[src/rtl/sram_burst_reader_if.sv]
// Bundle of signals between sram_burst_reader and its neighbours.
//   cmd_*     : burst command handshake (start address, word count)
//   rEn/rAddr : active-low SRAM read request; rData returns one cycle later
//   out_*     : valid/ready stream of returned words, address order
//   busy/done : burst status; done pulses for one cycle at completion
//   stall_cnt : only with SRAM_BURST_RD_STALL_CNT_EN defined
// slave  : view taken by sram_burst_reader
// master : view taken by the command issuer / SRAM model / consumer
interface sram_burst_reader_if #(
    parameter int unsigned nb_data = 8192,
    parameter int unsigned L_data  = 16
);
    localparam int unsigned L_addr = $clog2(nb_data);

    logic              cmd_valid;
    logic              cmd_ready;
    logic [L_addr-1:0] cmd_addr;
    logic [L_addr:0]   cmd_len;
    logic              rEn;
    logic [L_addr-1:0] rAddr;
    logic [L_data-1:0] rData;
    logic              out_valid;
    logic              out_ready;
    logic [L_data-1:0] out_data;
    logic              busy;
    logic              done;

`ifdef SRAM_BURST_RD_STALL_CNT_EN
    logic [15:0]       stall_cnt;

    modport slave (
        input  cmd_valid, cmd_addr, cmd_len, rData, out_ready,
        output cmd_ready, rEn, rAddr, out_valid, out_data, busy, done, stall_cnt
    );
    modport master (
        output cmd_valid, cmd_addr, cmd_len, rData, out_ready,
        input  cmd_ready, rEn, rAddr, out_valid, out_data, busy, done, stall_cnt
    );
`else
    modport slave (
        input  cmd_valid, cmd_addr, cmd_len, rData, out_ready,
        output cmd_ready, rEn, rAddr, out_valid, out_data, busy, done
    );
    modport master (
        output cmd_valid, cmd_addr, cmd_len, rData, out_ready,
        input  cmd_ready, rEn, rAddr, out_valid, out_data, busy, done
    );
`endif
endinterface

[src/rtl/sram_burst_reader.sv]
// Read-side burst initiator for the banked SRAM wrapper. Takes a command
// (start address, word count), issues one active-low read per cycle while a
// 2-entry skid FIFO has room for everything in flight, absorbs the 1-cycle
// SRAM read latency and streams the words out on valid/ready.
// Ports:
//   clk  : clock, posedge
//   rst  : synchronous active-high reset
//   bus  : sram_burst_reader_if.slave (cmd_*, rEn/rAddr/rData, out_*, busy, done)
// Optional: SRAM_BURST_RD_STALL_CNT_EN adds bus.stall_cnt, a saturating
// count of cycles with out_valid && !out_ready, cleared per command.
module sram_burst_reader #(
    parameter int unsigned nb_data = 8192,
    parameter int unsigned L_data  = 16
) (
    input  logic               clk,
    input  logic               rst,
    sram_burst_reader_if.slave bus
);
    localparam int unsigned L_addr = $clog2(nb_data);
    localparam int unsigned L_len  = L_addr + 1;

    typedef enum logic [1:0] {
        IDLE  = 2'd0,
        RUN   = 2'd1,
        DRAIN = 2'd2
    } state_t;

    state_t            state_q;
    logic [L_addr-1:0] addr_q;
    logic [L_addr-1:0] raddr_q;
    logic [L_len-1:0]  remain_q;
    logic              inflight_q;
    logic              done_q;
    logic [L_data-1:0] fifo_q [2];
    logic              wr_ptr_q;
    logic              rd_ptr_q;
    logic [1:0]        occ_q;

    logic              accept_c;
    logic              pop_c;
    logic              issue_c;
    logic              last_c;
    logic [1:0]        occ_d;
    logic [L_addr-1:0] addr_inc_c;
    logic [L_len-1:0]  len_clip_c;

    // Issue only when the FIFO can hold this read plus the one already in flight.
    always_comb begin
        accept_c   = 1'b0;
        pop_c      = 1'b0;
        issue_c    = 1'b0;
        last_c     = 1'b0;
        occ_d      = occ_q;
        addr_inc_c = addr_q + L_addr'(1);
        len_clip_c = bus.cmd_len;

        accept_c = !rst && (state_q == IDLE) && bus.cmd_valid;
        pop_c    = (occ_q != 2'd0) && bus.out_ready;
        issue_c  = !rst && (state_q == RUN)
                   && ((3'(occ_q) + 3'(inflight_q)) < (3'd2 + 3'(pop_c)));
        last_c   = issue_c && (remain_q == L_len'(1));
        occ_d    = occ_q + 2'(inflight_q) - 2'(pop_c);

        if (addr_q == L_addr'(nb_data - 1)) begin
            addr_inc_c = '0;
        end
        if (bus.cmd_len > L_len'(nb_data)) begin
            len_clip_c = L_len'(nb_data);
        end
    end

    // FSM, address/length tracking and skid FIFO.
    always_ff @(posedge clk) begin
        if (rst) begin
            state_q    <= IDLE;
            addr_q     <= '0;
            raddr_q    <= '0;
            remain_q   <= '0;
            inflight_q <= 1'b0;
            done_q     <= 1'b0;
            fifo_q[0]  <= '0;
            fifo_q[1]  <= '0;
            wr_ptr_q   <= 1'b0;
            rd_ptr_q   <= 1'b0;
            occ_q      <= 2'd0;
        end else begin
            done_q     <= 1'b0;
            inflight_q <= issue_c;
            occ_q      <= occ_d;

            // Read data lands one cycle after issue and is always accepted.
            if (inflight_q) begin
                fifo_q[wr_ptr_q] <= bus.rData;
                wr_ptr_q         <= ~wr_ptr_q;
            end
            if (pop_c) begin
                rd_ptr_q <= ~rd_ptr_q;
            end
            if (issue_c) begin
                raddr_q  <= addr_q;
                addr_q   <= addr_inc_c;
                remain_q <= remain_q - L_len'(1);
            end

            case (state_q)
                IDLE: begin
                    if (accept_c) begin
                        addr_q   <= bus.cmd_addr;
                        remain_q <= len_clip_c;
                        if (len_clip_c == '0) begin
                            done_q <= 1'b1;
                        end else begin
                            state_q <= RUN;
                        end
                    end
                end
                RUN: begin
                    if (last_c) begin
                        state_q <= DRAIN;
                    end
                end
                DRAIN: begin
                    // Finish once the FIFO will be empty with nothing still arriving.
                    if ((occ_d == 2'd0) && !inflight_q) begin
                        state_q <= IDLE;
                        done_q  <= 1'b1;
                    end
                end
                default: state_q <= IDLE;
            endcase
        end
    end

`ifdef SRAM_BURST_RD_STALL_CNT_EN
    logic [15:0] stall_cnt_q;

    // Saturating backpressure counter, restarted by each command.
    always_ff @(posedge clk) begin
        if (rst || accept_c) begin
            stall_cnt_q <= '0;
        end else if ((occ_q != 2'd0) && !bus.out_ready && (stall_cnt_q != 16'hFFFF)) begin
            stall_cnt_q <= stall_cnt_q + 16'd1;
        end
    end

    assign bus.stall_cnt = stall_cnt_q;
`endif

    // rEn/rAddr follow the same-cycle issue decision so issue can resume as
    // soon as out_ready rises; rAddr holds the last issued address otherwise.
    assign bus.cmd_ready = (state_q == IDLE) && !rst;
    assign bus.rEn       = ~issue_c;
    assign bus.rAddr     = issue_c ? addr_q : raddr_q;
    assign bus.out_valid = (occ_q != 2'd0);
    assign bus.out_data  = fifo_q[rd_ptr_q];
    assign bus.busy      = (state_q != IDLE);
    assign bus.done      = done_q;

endmodule

[src/flat_wrapper.sv]
// flat-port wrapper written by rule: the top's interface ports become plain ports
module sram_burst_reader_flat 
#(
    parameter int unsigned nb_data = 8192,
    parameter int unsigned L_data  = 16
)
  (clk, rst, bus_cmd_valid, bus_cmd_addr, bus_cmd_len, bus_rData, bus_out_ready, bus_cmd_ready, bus_rEn, bus_rAddr, bus_out_valid, bus_out_data, bus_busy, bus_done);
  sram_burst_reader_if #(.nb_data(nb_data), .L_data(L_data)) bus_i ();
  input  logic clk;
  input  logic rst;
  input wire logic [$bits(bus_i.cmd_valid)-1:0] bus_cmd_valid;
  input wire logic [$bits(bus_i.cmd_addr)-1:0] bus_cmd_addr;
  input wire logic [$bits(bus_i.cmd_len)-1:0] bus_cmd_len;
  input wire logic [$bits(bus_i.rData)-1:0] bus_rData;
  input wire logic [$bits(bus_i.out_ready)-1:0] bus_out_ready;
  output wire logic [$bits(bus_i.cmd_ready)-1:0] bus_cmd_ready;
  output wire logic [$bits(bus_i.rEn)-1:0] bus_rEn;
  output wire logic [$bits(bus_i.rAddr)-1:0] bus_rAddr;
  output wire logic [$bits(bus_i.out_valid)-1:0] bus_out_valid;
  output wire logic [$bits(bus_i.out_data)-1:0] bus_out_data;
  output wire logic [$bits(bus_i.busy)-1:0] bus_busy;
  output wire logic [$bits(bus_i.done)-1:0] bus_done;
  assign bus_i.cmd_valid = bus_cmd_valid;
  assign bus_i.cmd_addr = bus_cmd_addr;
  assign bus_i.cmd_len = bus_cmd_len;
  assign bus_i.rData = bus_rData;
  assign bus_i.out_ready = bus_out_ready;
  assign bus_cmd_ready = bus_i.cmd_ready;
  assign bus_rEn = bus_i.rEn;
  assign bus_rAddr = bus_i.rAddr;
  assign bus_out_valid = bus_i.out_valid;
  assign bus_out_data = bus_i.out_data;
  assign bus_busy = bus_i.busy;
  assign bus_done = bus_i.done;
  sram_burst_reader #(.nb_data(nb_data), .L_data(L_data)) u_core (.clk(clk), .rst(rst), .bus(bus_i));
endmodule
[config.mk]
export PLATFORM = sky130hd
export DESIGN_NAME = sram_burst_reader_flat
export DESIGN_NICKNAME = d
export VERILOG_FILES = /design/src/rtl/sram_burst_reader_if.sv /design/src/rtl/sram_burst_reader.sv /design/src/flat_wrapper.sv
export SDC_FILE = /design/constraint.sdc
export NUM_CORES = 1
export LEC_CHECK = 0
export CORE_MARGIN = 2
export CORE_UTILIZATION = 41
export DETAILED_ROUTE_END_ITERATION = 8
export DONT_BUFFER_PORTS = 1
export SYNTH_ARGS = -nofsm -noshare
export SYNTH_HDL_FRONTEND = slang
export SYNTH_SLANG_ARGS = --single-unit
export TNS_END_PERCENT = 100
[constraint.sdc]
create_clock -name clk -period 4 [get_ports clk]
set_input_delay 0.2 -clock clk [delete_from_list [all_inputs] [get_ports clk]]
set_output_delay 0.2 -clock clk [all_outputs]
set_load 0.05 [all_outputs]
==> results.sh, run 1 <==
export IMPL_period_needed_ns=3.012
export IMPL_fin_tns_setup_ns=0
export IMPL_critical_path_buf_inv_count=1
export IMPL_detail_route_iter0_violations=60
export IMPL_ys_types=48
export IMPL_worst_ir_drop_vdd_mv=0.2216
export IMPL_final_layout_size_suffix_gt1_share_pct=16.37
export IMPL_p_per_area_mw_per_mm2=518.8
export IMPL_grt_pass1_vias=2721
export IMPL_synth_area_in_adders_pct=2.210
export IMPL_die_h_microns=102.3
export IMPL_floorplan_core_area_sq_mm=0.009328
export IMPL_clkTransAtPathRegs_ns=0.09
export IMPL_layout_common_cells="sky130_fd_sc_hd__dfxtp_1, sky130_fd_sc_hd__and2_1, sky130_fd_sc_hd__edfxtp_1"
export IMPL_maximum_number_of_pins_on_one_net_before_global_route_repair=33
export IMPL_min_period_over_period_pct=75.29
export IMPL_ys_warnings_count=0
export IMPL_startpoint="u_core.inflight_q"
export IMPL_status="finished, final reports clean"
export IMPL_synth_enable_flop_cells=32
export IMPL_grt_remaining_overflow=0
export IMPL_max_slew_margin_rel_pct=40.94
export IMPL_place_gp_congestion=0.8342
export IMPL_syn_area_cell_sq_um=10.65
export IMPL_power_internal_mw=1.531
export IMPL_max_freq_mhz=332.0
export IMPL_start_util_pct=42.48
export IMPL_r2r_end="u_core.raddr_q[1]"
export IMPL_crit_cells=6
export IMPL_cts_num_sinks=81
export IMPL_share_clk_of_total_power_pct=29.9
export IMPL_finalWirelength_mm=8.551
export IMPL_worst_setup_path_endpoint="bus_rAddr[0]"
export IMPL_static_leakage_power_nw=1.690
export IMPL_rsz0062_at_grt="no"
export IMPL_synthSimpleGateAreaFrac_pct=22.61
export IMPL_finalClockSkew_ns=0.01133
export IMPL_synth_fp_nets=426
export IMPL_grt_pass1_wl_mm=13.69
export IMPL_cts_buffers=9
export IMPL_cts_tree="built"
export IMPL_minimum_setup_slack_among_reg_to_reg_paths_ns=1.26
export IMPL_critical_path_arrival_ns=2.81
export IMPL_fp_dieArea_sq_mm=0.01047
export IMPL_critPathSlowestCell="sky130_fd_sc_hd__mux2_2"
export IMPL_num_vias=2779
export IMPL_core_rowCount=35
export IMPL_most_common_library_cell_in_the_layout_ignoring_fill_and_taps="sky130_fd_sc_hd__dfxtp_1"
export IMPL_sw_frac_of_total_pct=34.78
export IMPL_worstPathMaxFanout=16
export IMPL_route_detailed_drc=0
export IMPL_synthesis_area_sq_mm=0.003963
export IMPL_critical_path_max_stage_delay_ns=0.54
export IMPL_synth_mux_area_fraction_pct=8.525
export IMPL_drt_vias_per_instance=5.283
export IMPL_switchingPower_uw=816.5
export IMPL_drtAntennaViolNets=0
export IMPL_hold_viol=0
export IMPL_crit_path_frequent_cell="sky130_fd_sc_hd__ha_1"
export IMPL_crit_path_leading_delay_family="multiplexers"
export IMPL_cts_resized=0
export IMPL_hold_path_class="input pin to register"
export IMPL_cts_buffer_depth=2
export IMPL_worst_hold_slack_ns=0.02583
export IMPL_layout_cell_area_non_filler_sq_mm=0.004524
export IMPL_worstSetupStartpointType="register"
export IMPL_setup_violations_final=0
export IMPL_worstPathCellList="ha_1, ha_1, o21a_1, nor2_4, inv_2, mux2_2"
export IMPL_final_max_slew_viol_count=0
export IMPL_worstRegToRegCells=7
export IMPL_fin_nets=446
export IMPL_cts_root_buffer_cell="sky130_fd_sc_hd__clkbuf_8"
export IMPL_tightestPinTransition_ns=0.8859
export IMPL_pin_count=81
export IMPL_synth_ff_latch_count=81
export IMPL_clock_latency_of_the_later_clocked_register_in_the_worst_skew_pair_ns=0.35
export IMPL_portion_of_the_post_synthesis_area_used_by_sequential_elements_pct=49.01
export IMPL_synth_xor_area_share_pct=5.242
export IMPL_post_cts_setup_buffers=0
export IMPL_cap_violations=0
export IMPL_grt_antenna_before_repair=0
export IMPL_endpoint_type_of_the_worst_setup_path="primary output"
export IMPL_dieWidth_microns=102.3
export IMPL_main_combinational_cell_family_by_area_after_synthesis="simple AND/OR/NAND/NOR gates"
export IMPL_criticalPathCategory="register to primary output"
export IMPL_cts_max_level=3
export IMPL_holdBufCountCts=22
export IMPL_flow_area_growth_from_synthesis_pct=14.18
export IMPL_synth_compound_gate_area_share_pct=8.241
export IMPL_critical_path_rt_ns=3.80
export IMPL_instance_area_at_placement_sq_mm=0.004058
export IMPL_routedWlPerCell_microns=16.26
export IMPL_antenna_diode_count=0
export IMPL_ys_async_sr_fraction_pct=0
export IMPL_firstDrtPassIters=4
export IMPL_dp_hpwl_mm=5.809
export IMPL_post_synthesis_cell_count=372
export IMPL_share_comb_of_total_power_pct=27.6
export IMPL_power_share_sequential_pct=42.5
export IMPL_synthFlopType="sky130_fd_sc_hd__dfxtp_1"
export IMPL_port_buffer_count=0
export IMPL_grt_use_total_pct=16.98
export IMPL_critical_path_reg2reg_startpoint="u_core.inflight_q"
synthesized netlist by cell type, drive strengths merged, types with 2 or more instances:
cell type   n  area (sq um)
dfxtp      49         980.9
and2       33         206.5
edfxtp     32         960.9
mux2       28         337.8
nor2       19         78.82
nand2      18         67.56
clkbuf     15         86.33
nor2b      15         93.84
nor3       15         75.07
o21ai      15         75.07
nor4       14         102.6
a21oi      13         65.06
nand3      12         60.06
xor2       12         105.1
inv        10         37.53
a22o        9         78.83
nand4       9         56.30
xnor2       9         78.83
ha          7         87.58
a211oi      6         45.04
buf         4         41.29
or2         4         25.02
a31oi       2         12.51
and3        2         12.51
nor3b       2         15.01
o21a        2         15.01
o31a        2         20.02
cell type report:
type,count,area (sq um)
clock buffers,11,152.6
multi-input cells,262,1872
well taps,129,161.4
inverters,10,37.54
repair buffers,28,275.3
flip-flops and latches,81,1942
clock inverters,5,83.83
fillers,900,4803
per-stage QoR:
step / util [%] / power (mW) / setup slack (ns) / cells
global placement: 43.50 / 1.635 / 1.342 / 488
detailed placement: 43.50 / 1.646 / 1.271 / 488
floorplan: - / 1.563 / 0.8822 / 372
finish: 48.50 / 2.347 / 0.9884 / 526
CTS: 48.50 / 2.373 / 0.9633 / 526
global route: 48.50 / 2.456 / 0.8155 / 526
metal layers:
metal | share of wire [%] | global-route usage (%) | wire length [microns]
met5 | 0 | 0 | 0
met4 | 1.0 | 6.154 | 89
met3 | 6.0 | 4.104 | 512
met2 | 49 | 28.54 | 4215
met1 | 44 | 21.30 | 3733
power by group through the flow:
stage / Sequential (mW) / Clock (mW) / Combinational, mW
after floorplan: 0.976 / 0 / 0.587
after global placement: 1.02 / 0 / 0.620
after detailed placement: 1.02 / 0 / 0.627
after CTS: 1.00 / 0.718 / 0.654
after global routing: 1.01 / 0.753 / 0.692
final: 0.998 / 0.702 / 0.647
logic make-up after synthesis:
logic type / after synthesis
adder cells (fa/ha/maj): 7
buffers and inverters: 29
AND/OR/NAND/NOR: 154
flip-flops: 81
AO/OA/AOI/OAI: 51
XOR/XNOR: 22
multiplexers: 28
flip-flops by register name, indices dropped and copies added, names as in the netlist, named ones only:
register and cells:
u_core.state_q 2, u_core.fifo_q 32, u_core.occ_q 2, u_core.wr_ptr_q 1, u_core.remain_q 14, u_core.bus.done 1
u_core.raddr_q 13, u_core.inflight_q 1, u_core.addr_q 13, u_core.rd_ptr_q 1
worst min path at each step:
| stage | start | endpoint | slack [ns] | cells after the start |
|---|---|---|---|---|
| 3_5_place_dp | rst | u_core.remain_q[1] | 0.28 | 1 |
| 2_1_floorplan | bus_cmd_addr[11] | u_core.addr_q[11] | 0.31 | 2 |
| 5_1_grt | bus_cmd_addr[12] | u_core.addr_q[12] | 0.007 | 2 |
| 6_report | bus_cmd_addr[12] | u_core.addr_q[12] | 0.03 | 2 |
| 4_1_cts | bus_cmd_addr[12] | u_core.addr_q[12] | 0.008 | 2 |
| 3_3_place_gp | rst | u_core.state_q[1] | 0.27 | 1 |
(Power assumes the default switching activity.)
==> run 2: changes to the inputs <==
==> constraint.sdc (replaced) <==
create_clock -name clk -period 2.65 [get_ports clk]
set_input_delay 0.1325 -clock clk [delete_from_list [all_inputs] [get_ports clk]]
set_output_delay 0.1325 -clock clk [all_outputs]
set_load 0.05 [all_outputs]
==> run 2 against run 1 <==
Routed wire length down 1.1%; global-route usage fell by 0.094 points; design area rose by 7.9%; setup slack worse by 0.87 ns; sequential cell count did not move; sequential power increased by 51%; non-clock buffer count grew 40; via count is 4.5% higher; hold slack hardly changed; critical path depth grew 1; critical endpoint is now bus_rAddr[9]; largest cell class unchanged.
==> results.sh, run 2 (synthesis gave the netlist of run 1 again) <==
export IMPL_fin_nets=486
export IMPL_critical_path_arrival_ns=2.40
export IMPL_status="finished, final reports clean"
export IMPL_critPathSlowestCell="sky130_fd_sc_hd__or4b_4"
export IMPL_critical_path_reg2reg_startpoint="u_core.inflight_q"
export IMPL_cts_root_buffer_cell="sky130_fd_sc_hd__clkbuf_8"
export IMPL_cts_num_sinks=81
export IMPL_tightestPinTransition_ns=0.7303
export IMPL_clock_latency_of_the_later_clocked_register_in_the_worst_skew_pair_ns=0.34
export IMPL_final_layout_size_suffix_gt1_share_pct=18.99
export IMPL_dp_hpwl_mm=5.651
export IMPL_finalClockSkew_ns=0.01046
export IMPL_critical_path_buf_inv_count=2
export IMPL_max_slew_margin_rel_pct=51.25
export IMPL_cts_tree="built"
export IMPL_grt_remaining_overflow=0
export IMPL_core_rowCount=35
export IMPL_port_buffer_count=0
export IMPL_regArea_sq_mm=0.001942
export IMPL_dpl_worst_slack_ns=0.2462
export IMPL_p_per_area_mw_per_mm2=678.9
export IMPL_fin_tns_setup_ns=0
export IMPL_postLayoutSetupSlackWorst_ns=0.1140
export IMPL_crit_path_leading_delay_family="simple AND/OR/NAND/NOR gates"
export IMPL_final_core_utilization_pct=52.34
export IMPL_cts_buffers=9
export IMPL_layout_filler_cells=866
export IMPL_firstDrtPassIters=4
export IMPL_hp_start="bus_cmd_len[13]"
export IMPL_critical_path_max_stage_delay_ns=0.54
export IMPL_antenna_diode_count=0
export IMPL_sw_frac_of_total_pct=36.22
export IMPL_drt_vias_per_instance=5.133
export IMPL_endpoint_type_of_the_worst_setup_path="primary output"
export IMPL_most_common_library_cell_in_the_layout_ignoring_fill_and_taps="sky130_fd_sc_hd__dfxtp_1"
export IMPL_worstPathCellList="ha_1, ha_1, or4b_4, nor2_4, inv_6, mux2_4, buf_4"
export IMPL_critical_path_rt_ns=2.52
export IMPL_setup_violations_final=0
export IMPL_largest_reg_flops=32
export IMPL_maximum_number_of_pins_on_one_net_before_global_route_repair=34
export IMPL_grt_pass1_vias=2835
export IMPL_reg_top3="u_core.fifo_q: 32 flops, u_core.remain_q: 14 flops"
export IMPL_max_freq_mhz=394.3
export IMPL_share_comb_of_total_power_pct=31.8
export IMPL_period_needed_ns=2.536
export IMPL_hold_viol=0
export IMPL_layout_common_cells="sky130_fd_sc_hd__dfxtp_1, sky130_fd_sc_hd__dlygate4sd3_1, sky130_fd_sc_hd__and2_1"
export IMPL_cts_buffer_depth=2
export IMPL_minimum_setup_slack_among_reg_to_reg_paths_ns=0.22
export IMPL_floorplan_core_area_sq_mm=0.009328
export IMPL_rsz0062_at_grt="no"
export IMPL_worst_ir_drop_vdd_mv=0.3732
export IMPL_final_max_slew_viol_count=0
export IMPL_dieWidth_microns=102.3
export IMPL_grt_use_total_pct=16.89
export IMPL_grt_antenna_before_repair=0
export IMPL_fp_dieArea_sq_mm=0.01047
export IMPL_pin_count=81
export IMPL_start_util_pct=42.48
export IMPL_flow_area_growth_from_synthesis_pct=23.21
export IMPL_worstSetupStartpointType="register"
export IMPL_criticalPathCategory="register to primary output"
export IMPL_detail_route_iter0_violations=99
export IMPL_worst_hold_slack_ns=0.02564
export IMPL_startpoint="u_core.inflight_q"
export IMPL_finalWirelength_mm=8.461
export IMPL_die_h_microns=102.3
export IMPL_drtAntennaViolNets=0
export IMPL_register_ranked_first_by_flip_flop_count="u_core.fifo_q"
export IMPL_grt_pass1_wl_mm=13.69
export IMPL_min_period_over_period_pct=95.70
export IMPL_static_leakage_power_nw=1.859
export IMPL_clkTransAtPathRegs_ns=0.07
export IMPL_cap_violations=0
export IMPL_num_vias=2905
export IMPL_switchingPower_mw=1.201
export IMPL_place_gp_congestion=0.8214
export IMPL_multiInputGateArea_sq_mm=0.001876
export IMPL_worstPathMaxFanout=16
export IMPL_power_share_sequential_pct=45.4
export IMPL_cts_max_level=3
export IMPL_crit_path_frequent_cell="sky130_fd_sc_hd__ha_1"
export IMPL_power_internal_mw=2.114
export IMPL_route_detailed_drc=0
export IMPL_routedWlPerCell_microns=14.95
export IMPL_share_clk_of_total_power_pct=22.8
export IMPL_hold_path_class="input pin to register"
## run 2: layout make-up
cell class	instances	area share [%]
Tap cell	129	3.306
Multi-Input combinational cell	262	38.42
Clock buffer	12	2.768
Inverter	10	0.8713
Sequential cell	81	39.77
Clock inverter	4	0.4613
Timing Repair Buffer	68	14.40
## run 2: path summary, 6_finish.rpt
check                                            to  depth (start not counted)
worst max-delay path                   bus_rAddr[9]                          7
worst min-delay path                u_core.bus.done                          3
worst max register to register  u_core.remain_q[11]                          8
worst min register to register             register                          2
## run 2: worst min-delay path, delay by kind of cell
kind | cells | cell delay [ns]
compound gates | 1 | 0.11
simple gates | 2 | 0.08
## run 2: routing by layer
| metal | GRT usage [%] | share of wire [%] | vias up |
|---|---|---|---|
| li1 | - | - | 1448 |
| met1 | 20.80 | 45 | 1389 |
| met2 | 29.20 | 50 | 64 |
| met5 | 0 | 0 | - |
| met3 | 4.720 | 4.6 | 4 |
| met4 | 4.410 | 0.66 | 0 |
## run 2: power by group through the flow
stage                     logic (mW)  registers (mW)  clock network [mW]
after floorplan                0.887            1.47                   0
after global placement         0.979            1.53                   0
after detailed placement       0.987            1.54                   0
after CTS                       1.06            1.51               0.787
after global routing            1.14            1.52               0.830
final                           1.05            1.51               0.755
## run 2: repair_timing
item / CTS / global route
resized for setup: 1 / 1
hold buffers: 43 / 0
hold endpoints to repair: 81 / 0
pin swaps: 1 / 1
setup buffers: 1 / 1
endpoints found under the setup margin: 13 / 12
## run 2: per-stage QoR
| step | total power, mW | area [sq um] | std cells |
|---|---|---|---|
| floorplan | 2.360 | 3966 | 372 |
| global placement | 2.512 | 4264 | 505 |
| detailed placement | 2.522 | 4264 | 505 |
| CTS | 3.352 | 4872 | 565 |
| global route | 3.495 | 4882 | 566 |
| finish | 3.315 | 4882 | 566 |
